File: src/rtl/i2c_rx_byte_packer.sv
// i2c_rx_byte_packer: packs RX FIFO bytes little-endian into OutWidth-bit words
module i2c_rx_byte_packer #(
  parameter  int OutWidth = 32,
  parameter  int TimeoutW = 8,
  localparam int NumBytes = OutWidth / 8,
  localparam int CntW     = $clog2(NumBytes + 1)
) (
  input  logic                clk_i,
  input  logic                rst_ni,
  input  logic                clr_i,
  input  logic                in_valid_i,
  output logic                in_ready_o,
  input  logic [7:0]          in_data_i,
  input  logic                flush_i,
  input  logic [TimeoutW-1:0] timeout_i,
  output logic                out_valid_o,
  input  logic                out_ready_i,
  output logic [OutWidth-1:0] out_data_o,
  output logic [CntW-1:0]     out_bytes_o,
  output logic                busy_o
);
  typedef enum logic {FILL, HOLD} state_e;
  state_e              state_q, state_d;
  logic [CntW-1:0]     cnt_q, cnt_d, obytes_q, obytes_d, cnt_inc;
  logic [OutWidth-1:0] acc_q, acc_d;
  logic [TimeoutW-1:0] idle_q, idle_d;
  logic                accept, expiry, flush_ev;
  assign in_ready_o  = rst_ni & ((state_q == FILL) | out_ready_i);
  assign out_valid_o = rst_ni & (state_q == HOLD);
  assign out_data_o  = (state_q == HOLD) ? acc_q : '0;
  assign out_bytes_o = (state_q == HOLD) ? obytes_q : '0;
  assign busy_o      = (state_q == HOLD) | (cnt_q != '0);
  assign accept      = in_valid_i & in_ready_o;
  assign cnt_inc     = cnt_q + CntW'(accept);
  assign expiry      = (state_q == FILL) & ~accept & (cnt_q != '0) & (timeout_i != '0) &
                       (({1'b0, idle_q} + 1'b1) == {1'b0, timeout_i});
  assign flush_ev    = flush_i | expiry;
  // Next-state logic: byte placement, idle timer, and word hand-off
  always_comb begin
    state_d  = state_q;
    cnt_d    = cnt_q;
    acc_d    = acc_q;
    idle_d   = idle_q;
    obytes_d = obytes_q;
    if (state_q == FILL) begin
      if (accept) begin
        for (int k = 0; k < NumBytes; k++)
          if (CntW'(k) == cnt_q) acc_d[8*k +: 8] = in_data_i;
        cnt_d  = cnt_inc;
        idle_d = '0;
      end else begin
        idle_d = (cnt_q == '0 || timeout_i == '0) ? '0 : (&idle_q ? idle_q : idle_q + 1'b1);
      end
      if (cnt_inc == CntW'(NumBytes) || (flush_ev && cnt_inc != '0)) begin
        state_d  = HOLD;
        obytes_d = cnt_inc;
        idle_d   = '0;
      end
    end else begin
      idle_d = '0;
      if (out_ready_i) begin
        state_d = FILL;
        cnt_d   = CntW'(accept);
        acc_d   = {{(OutWidth-8){1'b0}}, accept ? in_data_i : 8'h00};
      end
    end
  end
  // State register; reset and clear both return to an empty FILL
  always_ff @(posedge clk_i) begin
    if (!rst_ni || clr_i) begin
      state_q  <= FILL;
      cnt_q    <= '0;
      acc_q    <= '0;
      idle_q   <= '0;
      obytes_q <= '0;
    end else begin
      state_q  <= state_d;
      cnt_q    <= cnt_d;
      acc_q    <= acc_d;
      idle_q   <= idle_d;
      obytes_q <= obytes_d;
    end
  end
endmodule
File: config.mk
export PLATFORM = sky130hd
export DESIGN_NAME = i2c_rx_byte_packer
export DESIGN_NICKNAME = d
export VERILOG_FILES = /design/src/rtl/i2c_rx_byte_packer.sv
export SDC_FILE = /design/constraint.sdc
export NUM_CORES = 1
export LEC_CHECK = 0
export CAP_MARGIN = 0
export CORE_MARGIN = 4
export CORE_UTILIZATION = 35
export CTS_CLUSTER_DIAMETER = 120
export DETAILED_ROUTE_END_ITERATION = 8
export PLACE_DENSITY = 0.57
export SYNTH_ARGS = -nofsm -noshare
export SYNTH_HDL_FRONTEND = slang
export SYNTH_SLANG_ARGS = --single-unit
File: constraint.sdc
create_clock -name clk_i -period 7.45 [get_ports clk_i]
set_clock_uncertainty 0.1 [all_clocks]
set_input_delay 1.49 -clock clk_i [delete_from_list [all_inputs] [get_ports clk_i]]
set_output_delay 1.49 -clock clk_i [all_outputs]
set_load 0.03 [all_outputs]
==> impl_metrics.toml <==
[run_status]
status = "finished, final reports clean"

[flow_run]
maxCapViolCount = 0

[route]
via_per_inst = 4.95
drt_iter0_markers = 74
post_drt_wl_per_cell_um = 14.3
ant_nets = 0
wirelength_um = 6410
first_pass_iters = 4
drc = 0
num_vias = 2224

[setup_path]
cp.required_ns = 5.86
critPathCaptureType = "primary output"
reg2reg_from = "state_q"
cp_max_fo = 8
reg2reg_depth = 11
rr_endpoint = "idle_q[6]"
arrival_ns = 2.94
regToRegSetupSlack_ns = 4.31
critPathKind = "in -> out"
startpoint_type = "primary input"

[logic_synthesis]
syn-num-nets = 322
synth-seq-area-share_pct = 36.9
synth_top_area_share_pct = 36.9
synth.most_common_cell = "dfxtp_1"
yosys_warnings = 0
synth_top_area_cell = "dfxtp_1"
ys_ff_latch = 47
synth_cells = 297
avgSynthCellArea_um2 = 8.58
synth_common_cells = "dfxtp_1, and2_1, nor2_1"
yosysUniqueCellTypes = 49
synth-edff-count = 0
synth_area_leaders = "dfxtp_1, mux2i_1, and2_1"
synth_area_um2 = 2550
synthArstFlopShare_pct = 0
synth-main-ff-cell = "dfxtp_1"

[die]
die_area_um2 = 8710
num_rows = 30
die_w_um = 93.3
initial_utilization_pct = 36.7
io_pins = 60
die_h_um = 93.3
core_region_area_um2 = 6940

[global_route]
grtUsageTotal_pct = 15.0
grt_remaining_overflow = 0
antenna_found_initial = 0
grt_pass1_wl_um = 10400
grt_pass1_vias = 2053
grt_start_max_net_pins = 52

[cells_and_area]
syn2layout_area_growth_pct = 29.1
fin_cells = 449
finalNetCount = 377
diodes = 0
drive_gt1_share_pct = 6.23

[place]
gp_congestion = 0.798
dpl.cell_count = 441
io_buffers = 59
dp_hpwl_um = 4770
place_ws_ns = 2.86

[sta]
final_max_slew_viol_count = 0
slew_headroom_pct = 48.4
period_share_pct = 60.8
max_freq_ghz = 0.221
worst_pin_slew_ns = 0.771
fin_hold_ws_ns = 0.351
rsz0062_at_grt = "no"
setup_slack_ns = 2.92
finalCriticalPeriod_ns = 4.53
setup-violations-final = 0
hold_violations = 0
timing.setup.tns_ns = 0

[min_path]
min_from = "acc_q[3]"
hold_class = "reg -> reg"
hold_depth = 2
worst_hold_path.endpoint = "acc_q[3]"

[clocking]
cts_tree = "done"
cts_sinks = 47
clk_latency_ns = 0.29
htreeDepth = 2
ctsHoldBuffers = 0
cts_made_buffers = 5
post-cts-setup-buffers = 0
ctsLongestPathBuffers = 2
clkTransAtPathRegs_ns = 0.08
cts_root_buf = "clkbuf_8"
cts-resized-gates = 0

[power]
p_per_area_nw_per_um2 = 142
p_leak_nw = 1.32
power_mw = 0.467
ir_worst_vdd_mv = 0.0649
-- cells in the final DEF (no fill, tap or decap), types with 3 or more instances in the layout --
master / n
nand3_1: 16
nor2_1: 35
a31oi_1: 4
or3_1: 4
nor2b_1: 10
clkinv_2: 3
dfxtp_1: 47
inv_1: 6
o21ai_0: 7
xnor2_1: 8
buf_4: 3
and2_1: 37
and3_1: 4
a21oi_1: 19
clkbuf_8: 5
xor2_1: 6
nand2_1: 15
mux2i_1: 25
ha_1: 3
nand4_1: 3
clkdlybuf4s50_1: 59
-- sequential cells by signal, indices dropped and copies added, names as in the netlist --
name      cells
acc_q        32
obytes_q      3
cnt_q         3
idle_q        8
state_q       1
-- per-stage QoR --
| stage | instance area (um2) | util (%) |
|---|---|---|
| 2_1_floorplan | 2550 | - |
| 3_3_place_gp | 3210 | 46.2 |
| 3_5_place_dp | 3210 | 46.2 |
| 4_1_cts | 3290 | 47.4 |
| 5_1_grt | 3290 | 47.4 |
| 6_report | 3290 | 47.4 |
-- critical path, cell delays in order --
cell and delay (ns):
clkdlybuf4s50_1 0.61, nor2b_1 0.17, clkdlybuf4s50_1 0.67
-- final cells by class --
cell class	instances	area [um2]
clock buffer	5	68.8
clock inverter	3	15.0
tap	96	120
fill	685	3650
inverter	6	22.5
sequential	47	941
multi-input combinational	230	1510
timing repair buffer	62	613
-- cells by family after synthesis --
kind of cell | after synthesis | share of synthesized area (%)
xor+xnor | 15 | 5.89
simple gates | 141 | 30.1
buf+inv | 20 | 3.83
flops | 47 | 36.9
compound gates | 46 | 11.9
fa+ha+maj | 3 | 1.47
mux | 25 | 9.82
-- routing by layer --
layer	wire [um]	part of all wire (%)	global-route usage (%)	vias up
met5	0	0	0	-
met4	75	1.2	4.76	0
met3	365	5.7	4.02	7
met2	2880	45	22.6	45
met1	3090	48	20.7	1040
li1	-	-	-	1132
-- report_power, final --
part | total (mW) | switching [mW] | internal (mW)
Clock | 0.150 | 0.0861 | 0.0644
Sequential | 0.256 | 0.00163 | 0.254
Combinational | 0.0607 | 0.0343 | 0.0264
-- worst max path at each step --
| stage | startpoint | to |
|---|---|---|
| 3_3_place_gp | rst_ni | idle_q[2] |
| 3_5_place_dp | rst_ni | idle_q[0] |
| 4_1_cts | rst_ni | in_ready_o |
| 5_1_grt | rst_ni | in_ready_o |
| 2_1_floorplan | out_ready_i | idle_q[2] |
| 6_report | rst_ni | in_ready_o |
(Power assumes the default switching activity.)
